## config.mk

```make
export PLATFORM = sky130hd
export DESIGN_NAME = rf_writeback
export DESIGN_NICKNAME = d
export VERILOG_FILES = /design/src/rtl/rf_wb_pkg.sv /design/src/rtl/wb_fifo.sv /design/src/rtl/rf_writeback.sv
export SDC_FILE = /design/constraint.sdc
export NUM_CORES = 1
export LEC_CHECK = 0
export CORE_MARGIN = 10
export CORE_UTILIZATION = 55
export CTS_BUF_LIST = sky130_fd_sc_hd__clkbuf_2 sky130_fd_sc_hd__clkbuf_4 sky130_fd_sc_hd__clkbuf_8
export DETAILED_ROUTE_END_ITERATION = 6
export PLACE_DENSITY = 0.91
export SYNTH_ARGS = -nofsm -noshare
export SYNTH_HDL_FRONTEND = slang
export SYNTH_SLANG_ARGS = --single-unit
export TNS_END_PERCENT = 30
```

## constraint.sdc

```tcl
create_clock -name clk -period 5.4 [get_ports clk]
set_clock_uncertainty 0.2 [all_clocks]
set_input_delay 1.08 -clock clk [delete_from_list [all_inputs] [get_ports clk]]
set_output_delay 1.08 -clock clk [all_outputs]
set_load 0.02 [all_outputs]
```

## src/rtl/rf_wb_pkg.sv

```systemverilog
`default_nettype none
// ============================================================================
// Module   : rf_wb_pkg
// Purpose  : Shared types and constants for the register-file writeback stage.
//            XLEN/REG_AW/NREGS describe the 32x32 register file, wb_req_t is
//            one pending write (destination register + result data).
// Revision : 1.0  initial release
// ============================================================================
package rf_wb_pkg;

    localparam int XLEN   = 32;
    localparam int REG_AW = 5;
    localparam int NREGS  = 32;

    typedef struct packed {
        logic [REG_AW-1:0] addr;
        logic [XLEN-1:0]   data;
    } wb_req_t;

    // One-hot mask selecting a single register in a scoreboard vector.
    function automatic logic [NREGS-1:0] reg_onehot(input logic [REG_AW-1:0] a);
        return NREGS'(1) << a;
    endfunction

endpackage
`default_nettype wire

```

## src/rtl/wb_fifo.sv

```systemverilog
`default_nettype none
// ============================================================================
// Module   : wb_fifo
// Purpose  : Synchronous first-word-fall-through FIFO of wb_req_t entries.
//            The head entry is visible on o_head whenever o_empty is low.
//            Pushes into a full FIFO and pops from an empty one are ignored.
// Ports    : clk, rst        clock / synchronous active-high reset
//            i_push, i_req   write request and entry
//            i_pop           consume the head entry
//            o_head          current head entry
//            o_count         number of stored entries
//            o_full, o_empty occupancy flags (from registered count)
// Revision : 1.0  initial release
// ============================================================================
module wb_fifo
    import rf_wb_pkg::*;
#(
    parameter int  DEPTH   = 2,
    localparam int c_CNT_W = $clog2(DEPTH + 1)
) (
    input  logic               clk,
    input  logic               rst,
    input  logic               i_push,
    input  wb_req_t            i_req,
    input  logic               i_pop,
    output wb_req_t            o_head,
    output logic [c_CNT_W-1:0] o_count,
    output logic               o_full,
    output logic               o_empty
);

    localparam int c_PTR_W = (DEPTH > 1) ? $clog2(DEPTH) : 1;

    wb_req_t              r_mem [DEPTH];
    logic [c_PTR_W-1:0]   r_wr_ptr;
    logic [c_PTR_W-1:0]   r_rd_ptr;
    logic [c_CNT_W-1:0]   r_count;

    logic                 w_do_push;
    logic                 w_do_pop;

    // Pointers wrap explicitly so DEPTH need not be a power of two.
    function automatic logic [c_PTR_W-1:0] ptr_inc(input logic [c_PTR_W-1:0] p);
        return (p == c_PTR_W'(DEPTH - 1)) ? '0 : p + c_PTR_W'(1);
    endfunction

    assign o_full    = (r_count == c_CNT_W'(DEPTH));
    assign o_empty   = (r_count == '0);
    assign o_count   = r_count;
    assign o_head    = r_mem[r_rd_ptr];

    assign w_do_push = i_push && !o_full;
    assign w_do_pop  = i_pop  && !o_empty;

    // Storage carries no reset: contents are meaningless while count is 0.
    always_ff @(posedge clk) begin
        if (w_do_push) begin
            r_mem[r_wr_ptr] <= i_req;
        end
    end

    always_ff @(posedge clk) begin
        if (rst) begin
            r_wr_ptr <= '0;
            r_rd_ptr <= '0;
            r_count  <= '0;
        end else begin
            if (w_do_push) begin
                r_wr_ptr <= ptr_inc(r_wr_ptr);
            end
            if (w_do_pop) begin
                r_rd_ptr <= ptr_inc(r_rd_ptr);
            end
            case ({w_do_push, w_do_pop})
                2'b10:   r_count <= r_count + c_CNT_W'(1);
                2'b01:   r_count <= r_count - c_CNT_W'(1);
                default: r_count <= r_count;
            endcase
        end
    end

endmodule
`default_nettype wire

```

## src/rtl/rf_writeback.sv

```systemverilog
`default_nettype none
// ============================================================================
// Module   : rf_writeback
// Purpose  : Writeback stage driving the single register-file write port.
//            Merges in-order pipeline results (never refused, always win
//            arbitration) with long-latency results queued in a small FIFO.
//            Maintains the pending-register scoreboard, a sticky WAW error,
//            and a stall request when queued results keep losing arbitration.
// Ports    : clk, rst                    clock / synchronous active-high reset
//            pipe_wb_valid/addr/data     pipeline result
//            llu_valid/ready/addr/data   long-latency result handshake
//            issue_valid/addr            mark a register pending
//            pending                     scoreboard, bit i = xi outstanding
//            stall_req                   ask hazard unit to idle the pipeline
//            waw_err                     sticky: pipeline wrote a pending reg
//            rf_wr_en/addr/data          register-file write port
// Revision : 1.0  initial release
// ============================================================================
module rf_writeback
    import rf_wb_pkg::*;
#(
    parameter int DEPTH      = 2,
    parameter int STARVE_MAX = 4
) (
    input  logic              clk,
    input  logic              rst,
    input  logic              pipe_wb_valid,
    input  logic [REG_AW-1:0] pipe_wb_addr,
    input  logic [XLEN-1:0]   pipe_wb_data,
    input  logic              llu_valid,
    output logic              llu_ready,
    input  logic [REG_AW-1:0] llu_addr,
    input  logic [XLEN-1:0]   llu_data,
    input  logic              issue_valid,
    input  logic [REG_AW-1:0] issue_addr,
    output logic [NREGS-1:0]  pending,
    output logic              stall_req,
    output logic              waw_err,
    output logic              rf_wr_en,
    output logic [REG_AW-1:0] rf_wr_addr,
    output logic [XLEN-1:0]   rf_wr_data
);

    localparam int c_CNT_W = $clog2(DEPTH + 1);
    localparam int c_STV_W = (STARVE_MAX > 0) ? $clog2(STARVE_MAX + 1) : 1;

    // ------------------------------------------------------------------
    // Long-latency FIFO
    // ------------------------------------------------------------------
    wb_req_t              w_llu_req;
    wb_req_t              w_head;
    logic [c_CNT_W-1:0]   w_fifo_count;
    logic                 w_fifo_full;
    logic                 w_fifo_empty;
    logic                 w_push;
    logic                 w_pop;

    assign w_llu_req.addr = llu_addr;
    assign w_llu_req.data = llu_data;

    // Ready depends only on the registered occupancy, so a pop in the same
    // cycle never opens a slot early.
    assign llu_ready = (w_fifo_count < c_CNT_W'(DEPTH));
    // Same condition as llu_valid && llu_ready, phrased on the full flag.
    assign w_push    = llu_valid && !w_fifo_full;
    // Pipeline results cannot be held back, so the FIFO only drains on
    // cycles the pipeline leaves idle.
    assign w_pop     = !pipe_wb_valid && !w_fifo_empty;

    wb_fifo #(
        .DEPTH (DEPTH)
    ) u_fifo (
        .clk     (clk),
        .rst     (rst),
        .i_push  (w_push),
        .i_req   (w_llu_req),
        .i_pop   (w_pop),
        .o_head  (w_head),
        .o_count (w_fifo_count),
        .o_full  (w_fifo_full),
        .o_empty (w_fifo_empty)
    );

    // ------------------------------------------------------------------
    // Arbitration
    // ------------------------------------------------------------------
    logic     w_sel_valid;
    wb_req_t  w_sel;

    always_comb begin
        w_sel_valid = 1'b0;
        w_sel       = '0;
        if (pipe_wb_valid) begin
            w_sel_valid = 1'b1;
            w_sel.addr  = pipe_wb_addr;
            w_sel.data  = pipe_wb_data;
        end else if (w_pop) begin
            w_sel_valid = 1'b1;
            w_sel       = w_head;
        end
    end

    // ------------------------------------------------------------------
    // Scoreboard and starvation tracking
    // ------------------------------------------------------------------
    logic [NREGS-1:0]   r_pending;
    logic [NREGS-1:0]   w_pending_nxt;
    logic [c_STV_W-1:0] r_starve;
    logic [c_STV_W-1:0] w_starve_nxt;
    logic               r_stall;
    logic               r_waw;
    logic               w_waw_hit;

    // Clear is applied before set so an issue to the register being retired
    // in the same cycle leaves it pending (the new op is still outstanding).
    always_comb begin
        w_pending_nxt = r_pending;
        if (w_pop) begin
            w_pending_nxt = w_pending_nxt & ~reg_onehot(w_head.addr);
        end
        if (issue_valid && (issue_addr != '0)) begin
            w_pending_nxt = w_pending_nxt | reg_onehot(issue_addr);
        end
    end

    // Counts cycles a waiting head loses to the pipeline; saturates at the
    // threshold so it cannot wrap back below it during a long pipeline burst.
    always_comb begin
        w_starve_nxt = r_starve;
        if (w_fifo_empty || w_pop) begin
            w_starve_nxt = '0;
        end else if (pipe_wb_valid && (r_starve < c_STV_W'(STARVE_MAX))) begin
            w_starve_nxt = r_starve + c_STV_W'(1);
        end
    end

    assign w_waw_hit = pipe_wb_valid && (pipe_wb_addr != '0) &&
                       r_pending[pipe_wb_addr];

    // ------------------------------------------------------------------
    // Output register and state update
    // ------------------------------------------------------------------
    logic              r_wr_en;
    logic [REG_AW-1:0] r_wr_addr;
    logic [XLEN-1:0]   r_wr_data;

    always_ff @(posedge clk) begin
        if (rst) begin
            r_wr_en   <= 1'b0;
            r_wr_addr <= '0;
            r_wr_data <= '0;
            r_pending <= '0;
            r_starve  <= '0;
            r_stall   <= 1'b0;
            r_waw     <= 1'b0;
        end else begin
            // x0 results still consume their slot but never reach the file.
            r_wr_en <= w_sel_valid && (w_sel.addr != '0);
            if (w_sel_valid) begin
                r_wr_addr <= w_sel.addr;
                r_wr_data <= w_sel.data;
            end
            r_pending <= w_pending_nxt;
            r_starve  <= w_starve_nxt;
            r_stall   <= (w_starve_nxt >= c_STV_W'(STARVE_MAX));
            if (w_waw_hit) begin
                r_waw <= 1'b1;
            end
        end
    end

    assign rf_wr_en   = r_wr_en;
    assign rf_wr_addr = r_wr_addr;
    assign rf_wr_data = r_wr_data;
    assign pending    = r_pending;
    assign stall_req  = r_stall;
    assign waw_err    = r_waw;

endmodule
`default_nettype wire
```

# [Word-level counts from Yosys, hierarchy flattened]
# Memory sizes are Yosys's and may differ from the RTL's. A register that Yosys moved wholly into a read port is not among the register bits.
# Cells that the tools add are included.
[classes] n_eq_ne=3 n_lt_le_gt_ge=4 add_sub_neg=5 n_mux=17 n_bitwise=3 n_reduce_logical=18 shifts=2
[op_table] operator="37-bit two-way mux" count=2
[op_table] operator="32-bit two-way mux" count=2
[op_table] operator="1-bit by 5-bit left shift with 32-bit output (first input constant)" count=2
[op_table] operator="32-bit AND" count=1
[op_table] operator="32-bit inverter" count=1
[op_table] operator="32-bit bitwise OR" count=1
[op_table] operator="5-bit nonzero test" count=3
[op_table] operator="1-bit logical AND" count=9
[op_table] operator="1-bit two-way mux" count=9
[op_table] operator="5-bit by 6-bit less-than comparator with 1-bit output (second input constant)" count=1
[op_table] operator="3-bit two-way mux" count=2
[op_table] operator="1-bit binary-select mux with 5-bit select" count=1
[op_table] operator="2-bit == test (second input constant)" count=2
[op_table] operator="2-bit case mux with 2 select lines" count=1
[op_table] operator="3-bit by 1-bit adder with 3-bit output (second input constant)" count=1
[op_table] operator="3-bit >= comparator (second input constant)" count=1
[op_table] operator="1-bit logical NOT" count=3
[op_table] operator="3-bit less-than comparator (second input constant)" count=1
[op_table] operator="1-bit adder (second input constant)" count=2
[op_table] operator="2-bit by 1-bit adder with 2-bit output (second input constant)" count=1
[op_table] operator="2-bit by 1-bit == test with 1-bit output (second input constant)" count=1
[op_table] operator="2-bit logical NOT" count=1
[op_table] operator="2-bit less-than comparator (second input constant)" count=1
[op_table] operator="2-bit nonzero test" count=1
[op_table] operator="other kinds (2)" count=2
[totals] ramBits=74 wordCells=63 memories=1 regBits=79 input_bits=84 output_inout_bits=73
[mem_list] memory="u_fifo.r_mem" words=2 word_bits=37 read_ports=1 rd_ports_with_merged_regs=1 write_ports=1 line_no="wb_fifo.sv:34" source="wb_req_t r_mem [DEPTH];"

# [Logic depth before layout (Yosys ltp)]
# Gate-level depths: netlist of the first run.
[logic_depth] ltp_word=7 depth_mapped=7 depth_no_buf=6

# [By module]
# From an unflattened synthesis of the first run, not the netlist that was laid out.
[hier_totals] cells_unflattened=567 area_unflattened_um2=6368.6
[modules_own_cells] mod="rf_writeback" cells_per_inst=426 seq_area_each_um2=1481.4 area_per_inst_um2=3485.8 instances=1
[modules_own_cells] mod="wb_fifo" cells_per_inst=141 seq_area_each_um2=2322.2 area_per_inst_um2=2882.8 instances=1

# [Least setup slack after synthesis of the first run]
# OpenSTA, ideal clock, no wires.
[synth_path] path_kind="input to register" from="in llu_valid" to="mem u_fifo.r_mem[0][0] (netlist bit) (enable)" setup_ns=0.431 required_time_ns=4.769 slack_ns=1.918 cell_stages=2 arrival_ns=2.851 n_path_buf=0 path_cell_list="o21ai_0 > nor2_1"
[synth_via] elab_chain_cells=4
[synth_lines] element="from (decl)" line_no="rf_writeback.sv:30" source="input logic llu_valid,"
[synth_lines] element="1-bit logical AND" line_no="rf_writeback.sv:65" source="assign w_push = llu_valid && !w_fifo_full;"
[synth_lines] element="1-bit logical AND" line_no="wb_fifo.sv:52" source="assign w_do_push = i_push && !o_full;"
[synth_lines] element="1-bit two-way mux" line_no="wb_fifo.sv:57" source="if (w_do_push) begin"
[synth_lines] element="1-bit two-way mux (not written as such)" line_no="wb_fifo.sv:58" source="r_mem[r_wr_ptr] <= i_req;"
[synth_lines] element="to (decl)" line_no="wb_fifo.sv:34"
# Every way passes these cells.

# [Final worst setup path of the first run]
[layout_path] from="in pipe_wb_addr[0]" to="reg r_waw, in the netlist waw_err"
[layout_via] elab_chain_cells=3 word_cells_on_any_way=5 cone_classes="mux (2); reduce/logical (3)"
[layout_lines] element="from (decl)" line_no="rf_writeback.sv:28" source="input logic [REG_AW-1:0] pipe_wb_addr,"
[layout_lines] element="1-bit binary-select mux with 5-bit select or 5-bit nonzero test (tied branches)" line_no="rf_writeback.sv:138, rf_writeback.sv:137"
[layout_lines] element="1-bit two-way mux (not written as such) or 1-bit logical AND (tied branches)" line_no="rf_writeback.sv:138, rf_writeback.sv:137"
[layout_lines] element="1-bit logical AND (*)" line_no="rf_writeback.sv:137" source="assign w_waw_hit = pipe_wb_valid && (pipe_wb_addr != '0) &&"
[layout_lines] element="to (signal assigned)" line_no="rf_writeback.sv:155" source="r_waw <= 1'b0;"
[layout_lines] element="to (signal assigned)" line_no="rf_writeback.sv:167" source="r_waw <= 1'b1;"
[layout_lines] element="to (decl)" line_no="rf_writeback.sv:111" source="logic r_waw;"
# Every way passes the cells marked *; elsewhere a longest branch is shown, timed or not. The select of a mux whose other input is x is not followed.
# A chain may end at the register's enable or synchronous reset.

==> results of run 1 <==
==> kinds of logic (layout without fill, tap and decap cells) <==
kind of cell | after synthesis | after routing | share of synthesized area (%)
mux | 49 | 49 | 9.19
xor+xnor | 5 | 5 | 0.692
compound gates | 155 | 155 | 14.5
simple gates | 168 | 168 | 12.1
fa+ha+maj | 2 | 2 | 0.395
buf+inv | 42 | 198 | 2.98
flops | 153 | 153 | 60.1
==> layer usage <==
layer  routed length, um  track usage, %  part of all wire [%]
met5                   0               0                     0
met4                 419            7.23                   2.3
met3                1970            9.35                    11
met2                9080            37.4                    50
met1                6750            24.7                    37
==> worst max-delay path, stage by stage <==
cell,delay [ps]
clkdlybuf4s50_1,950
mux4_1,670
a22oi_1,240
nand3_1,110
a32o_1,250
==> cells in the final DEF (no fill, tap or decap), drive strengths merged, types with 12 or more instances in the layout <==
master         instances
nand2                 98
edfxtp                74
o211ai                44
nand3                 12
clkbuf                19
dfxtp                 79
clkdlybuf4s50        155
a21oi                 70
mux2i                 42
o21ai                 33
nor2                  20
==> per-stage QoR <==
step | setup WS (ps) | utilization [%] | hold WS, ps | instance area [um^2] | total power [mW]
CTS | 2310 | 73.8 | 281 | 8350 | 3.43
floorplan | 1920 | - | 268 | 6330 | 2.19
detailed placement | 1830 | 70.2 | 270 | 7950 | 2.54
global placement | 1950 | 70.2 | 278 | 7950 | 2.50
global route | 2170 | 73.8 | 295 | 8350 | 3.57
finish | 2230 | 73.8 | 281 | 8350 | 3.41
==> worst max path at each step <==
| stage | to | slack, ps | cells past startpoint |
|---|---|---|---|
| after floorplan | u_fifo.r_mem[0][0] | 1920 | 2 |
| after global placement | waw_err | 1950 | 5 |
| after detailed placement | waw_err | 1830 | 5 |
| after CTS | waw_err | 2310 | 5 |
| after global routing | waw_err | 2170 | 5 |
| final | waw_err | 2230 | 5 |
==> sequential cells by signal (all words and copies together) (netlist names), named ones only <==
register and count:
pending 32, r_starve 3, rf_wr_addr 5, rf_wr_data 32, rf_wr_en 1, u_fifo.o_count 2
u_fifo.r_mem 74, u_fifo.r_rd_ptr 1, u_fifo.r_wr_ptr 1, waw_err 1
==> power by group through the flow <==
stage / Sequential, mW / Clock, mW / Combinational, mW
final: 1.51 / 0.872 / 1.04
after global routing: 1.52 / 0.927 / 1.12
after CTS: 1.51 / 0.883 / 1.04
after detailed placement: 1.53 / 0 / 1.02
after global placement: 1.51 / 0 / 0.983
after floorplan: 1.56 / 0 / 0.622
==> area by class of cell <==
type / instances / area [um^2] / area share [%]
inverter: 5 / 18.8 / 0.225
clock buffer: 19 / 262 / 3.13
sequential: 153 / 3800 / 45.5
timing repair buffer: 161 / 1590 / 19.1
tap: 143 / 179 / 2.14
clock inverter: 13 / 144 / 1.72
multi-input combinational: 379 / 2350 / 28.2
==> summary.md, run 1 <==
| Metric | Value |
|---|---|
| Status | `completed` |
| Logic gate share of total power | `just over 30%` |
| CORE AREA | `around 11000 um^2` |
| Detailed placer's ending HPWL | `between 10 and 15 mm` |
| Fmax | `316 MHz` |
| #FFs+latches synth | `153` |
| Slew Limit Headroom | `26.0%` |
| Static leakage | `2.86 nW` |
| Seq/Total Area, Yosys | `between 60% and 70%` |
| Main synth FF type | `dfxtp_1` |
| Slew Limit Fails | `0` |
| Die area | `approximately 16000 um^2` |
| Max-Cap Viols | `0` |
| Placer Congestion | `approximately 0.94` |
| Reg power frac | `44.1%` |
| Max FO, Critical Path | `12` |
| Number of global-route vias before repair | `around 5500` |
| R2R Setup Slk | `between 2000 and 3000 ps` |
| Antenna-violating nets left | `0` |
| 1st-iter DRT viols | `529` |
| Clock Path Buffers | `2` |
| Area share of the largest cell type after synthesis | `about a third` |
| N_diodes | `0` |
| Width of the die | `about 130 um` |
| Clock sink total | `approximately 150` |
| # port buffers | `between 150 and 200` |
| Fin. Hold Viols | `0` |
| Worst Path Required | `between 5000 and 6000 ps` |
| Postcts setup bufs | `0` |
| Worst Hold Path EP | `pending[0]` |
| Hold path start | `pending[0]` |
| Wire per inst | `20.9 um` |
| FF-to-FF Start | `u_fifo.o_count[1]` |
| # fillers | `about 750` |
| Minimum clock period | `approximately 3200 ps` |
| Setup crit end kind | `flip-flop` |
| Reg2Reg Depth | `5` |
| Overflow after GRT | `0` |
| Hold path cells | `1` |
| Via count | `roughly 5200` |
| Setup TNS Final | `0 ps` |
| Pwr per Cell Area | `about 410 nW/um^2` |
| CTS Hold Bufs | `0` |
| Syn nets | `660` |
| CTS clk-pin slew, worst paths | `approximately 90 ps` |
| Count leader, synth | `nand2_1` |
| Async SR Flop Fraction | `0%` |
| Largest area contributor in the netlist | `edfxtp_1` |
| Area contributors post-synth | `edfxtp_1 35%, dfxtp_1 25%, mux2i_1 6.6%` |
| Cells after synthesis | `between 500 and 600` |
| Sw Ratio | `~34%` |
| Yosys cell types | `just over 40` |
| Hold WC Path Type | `reg -> reg` |
| Drt drc | `0` |
| Post-synth EDFFs | `74` |
| Vias per cell | `between 5 and 6` |
| Worst ir drop on vdd | `just over 0.3 mV` |
| Syn avg cell area | `11.0 um^2` |
| Antenna violations before repair | `0` |
| CP startpoint | `pipe_wb_addr[0]` |
| P_int | `around 2.3 mW` |
| Clk_lat worst skew | `450 ps` |
| RR Endpoint | `u_fifo.o_count[1]` |
| Clock power frac | `25.5%` |
| P_sw | `~1.2 mW` |
| CP arrival | `approximately 3300 ps` |
| Chip Height | `about 130 um` |
| H-tree depth reported by CTS | `4` |
| Layout cell share with drive strength beyond 1 | `approximately 6.3%` |
| Worst-margin pin slew | `around 1100 ps` |
| Overall routing resource usage | `~22%` |
| Largest net degree at the start of global routing | `45` |
| First-pass GRT wire length | `roughly 29 mm` |
| # IOs | `157` |
| Layout Nets | `803` |
| Drt total wl | `~18 mm` |
| Synthesis Warnings | `0` |
| Drt pass-1 iters | `5` |
| Final setup fails | `0` |
| Syn Std Cell Area | `6330 um^2` |
| Initial core utilization | `55.9%` |
| Non-Filler Instances | `between 800 and 900` |
| Placed instance count | `841` |
| CTS tree | `built` |
| Post-CTS sizing | `0` |
| CP startpoint kind | `input pin` |
| WS Path Type | `in -> reg` |
| Root buffer cell | `clkbuf_8` |
| Area Growth Syn to Fin | `32.0%` |
| # rows | `39` |
| Synth top cells by count | `98 x nand2_1, 79 x dfxtp_1, 74 x edfxtp_1` |
| Tcrit/Tclk final | `about 59%` |
| CTS Buf Count | `17` |
| RSZ-0062 raised after global routing | `false` |
Power figures use the tool's default switching activity.
==> run 2: changes to the inputs <==
CORE_UTILIZATION = 46   (was 55)
PLACE_DENSITY = 0.81   (was 0.91)
clock period = 2.88 ns   (was 5.4 ns; I/O delays follow)
==> run 2 against run 1 <==
Against the previous run: final cell count up 4.4%; worst hold slack better by 26 ps; sequential power up 87%; register-to-register slack worse by 2400 ps; critical path type is now reg -> reg; largest cell class unchanged; highest routed layer unchanged.
==> summary.md, run 2 (same netlist as run 1, synthesis figures left out) <==
| Metric | Value |
|---|---|
| Max-Cap Viols | `0 (unchanged)` |
| GRT met2 Usage | `30.5% (-6.9 points)` |
| Max FFs per register | `74 (unchanged)` |
| # fillers | `1053 (+40%)` |
| P_int | `4.26 mW (+89%)` |
| Antenna-violating nets left | `0 (unchanged)` |
| Chip Height | `137 um (+7.9%)` |
| P_sw | `2.14 mW (+84%)` |
| Max FO, Critical Path | `25 (+13)` |
| Wire per inst | `19.4 um (-7.1%)` |
| Area Growth Syn to Fin | `33.8%` |
| Logic gate share of total power | `30.9% (+0.6 points)` |
| Number of global-route vias before repair | `5252 (-3.7%)` |
| # rows | `42 (+7.7%)` |
| Die area | `18900 um^2 (+16%)` |
| Met1 Use GR | `22.2% (-2.4 points)` |
| Antenna violations before repair | `1 (+1)` |
| CTS clk-pin slew, worst paths | `80 ps (about the same)` |
| Hold WC Path Type | `reg -> reg` |
| First-pass GRT wire length | `27.7 mm (-4.3%)` |
| Fin. Hold Viols | `0 (unchanged)` |
| Clock Path Buffers | `2 (unchanged)` |
| Drt pass-1 iters | `5 (unchanged)` |
| Slew Limit Fails | `0 (unchanged)` |
| Design area | `8470 um^2 (+1.3%)` |
| Clock power frac | `25.0% (-0.5 points)` |
| RSZ-0062 raised after global routing | `false` |
| Worst Path Required | `2980 ps (-2560 ps)` |
| Worst ir drop on vdd | `0.412 mV (+35%)` |
| Fmax | `between 400 and 500 MHz` |
| Final setup fails | `0 (unchanged)` |
| Layout Nets | `807 (+0.50%)` |
| Status | `completed` |
| # port buffers | `156 (unchanged)` |
| Static leakage | `2.90 nW (+1.1%)` |
| WS Path Type | `reg -> reg` |
| # IOs | `157 (unchanged)` |
| Tcrit/Tclk final | `80.6%` |
| Detailed placer's ending HPWL | `12.8 mm (-2.4%)` |
| Most frequent cells in the layout | `154 x clkdlybuf4s50_1, 98 x nand2_1, 78 x dfxtp_1` |
| Setup crit end kind | `flip-flop` |
| Drt total wl | `17.7 mm (-3.0%)` |
| H-tree depth reported by CTS | `4 (unchanged)` |
| Post-CTS sizing | `0 (unchanged)` |
| Commonest non-fill, non-tap cell in the layout | `clkdlybuf4s50_1` |
| CORE AREA | `13300 um^2 (+18%)` |
| CP arrival | `2420 ps (-890 ps)` |
| Reg power frac | `44.1% (about the same)` |
| Met3 Resource Use GR | `7.50% (-1.8 points)` |
| CTS Hold Bufs | `0 (unchanged)` |
| GRT busiest layer | `met2` |
| CTS tree | `built` |
| Largest net degree at the start of global routing | `59 (+31%)` |
| Width of the die | `137 um (+7.9%)` |
| Placer Congestion | `0.885 (-5.7%)` |
| Clock sink total | `153 (unchanged)` |
| CP startpoint kind | `flip-flop` |
| Initial core utilization | `47.4% (-8.5 points)` |
| Slew Limit Headroom | `51.3% (+25 points)` |
| Drt drc | `0 (unchanged)` |
| Clk_lat worst skew | `450 ps (about the same)` |
| Vias per cell | `5.66 (-4.7%)` |
| Overflow after GRT | `0 (unchanged)` |
| Sw Ratio | `33.4% (-0.65 points)` |
| Overall routing resource usage | `18.9% (-3.2 points)` |
| Via count | `5157 (-0.56%)` |
| Minimum clock period | `approximately 2300 ps` |
| Root buffer cell | `clkbuf_8` |
| Layout cell share with drive strength beyond 1 | `7.08% (+0.78 points)` |
| Postcts setup bufs | `0 (unchanged)` |
| Worst-margin pin slew | `730 ps (-377 ps)` |
| Biggest register | `u_fifo.r_mem` |
| Placed Area | `8080 um^2 (+1.6%)` |
| 1st-iter DRT viols | `475 (-10%)` |
| Pwr per Cell Area | `755 nW/um^2 (+85%)` |
| Hold slack | `307 ps (+26.4 ps)` |
| CTS Buf Count | `17 (unchanged)` |
-- run 2: cell count changes in the layout (fill, tap and decap cells not counted), sizes merged --
cell / delta
clkdlybuf4s50: -1
clkinvlp: +2
buf: +5
diode: +1
clkbuf: +1
clkinv: -2
inv: -1
-- run 2: per-layer routing --
metal  vias up  part of all wire (%)  wire, um
li1       2406                     -         -
met2       259                    47      8270
met5         -                     0         0
met1      2470                    40      7130
met3        22                    11      1930
met4         0                   1.9       331
-- run 2: through the flow --
| step | setup TNS (ps) | total power [mW] | std cells | setup WS (ps) | util (%) |
|---|---|---|---|---|---|
| global route | 0 | 6.73 | 910 | 381 | 63.4 |
| detailed placement | 0 | 4.84 | 878 | 173 | 60.5 |
| global placement | 0 | 4.78 | 878 | 247 | 60.5 |
| CTS | 0 | 6.43 | 910 | 553 | 63.4 |
| finish | 0 | 6.39 | 911 | 559 | 63.4 |
| floorplan | -7270 | 4.10 | 574 | -98.3 | - |
-- run 2: worst paths after layout --
path,start,endpoint,slack [ps],cells after the start
max,flip-flop,rf_wr_en,560,4
min reg2reg,waw_err,waw_err,310,1
min,waw_err,waw_err,310,1
max reg2reg,flip-flop,rf_wr_en,560,4
-- run 2: cell type report --
class | count | area, um^2 | area share [%]
antenna | 1 | 2.50 | 0.0296
clock buffer | 20 | 263 | 3.10
clock inverter | 12 | 124 | 1.46
inverter | 5 | 18.8 | 0.222
multi-input combinational | 379 | 2350 | 27.8
sequential | 153 | 3800 | 44.9
tap | 176 | 220 | 2.60
timing repair buffer | 165 | 1680 | 19.9
-- run 2: worst max-delay path, stage by stage, from the launching register on --
cell      delay, ps
dfxtp_2         680
mux2i_1         520
nand2_1         210
o311ai_0        430
a21oi_1         120
-- run 2: power by group through the flow --
stage | clock network, mW | logic (mW) | registers [mW]
after floorplan | 0 | 1.17 | 2.93
after global placement | 0 | 1.94 | 2.84
after detailed placement | 0 | 1.97 | 2.86
after CTS | 1.62 | 1.99 | 2.82
after global routing | 1.70 | 2.17 | 2.86
final | 1.60 | 1.98 | 2.82
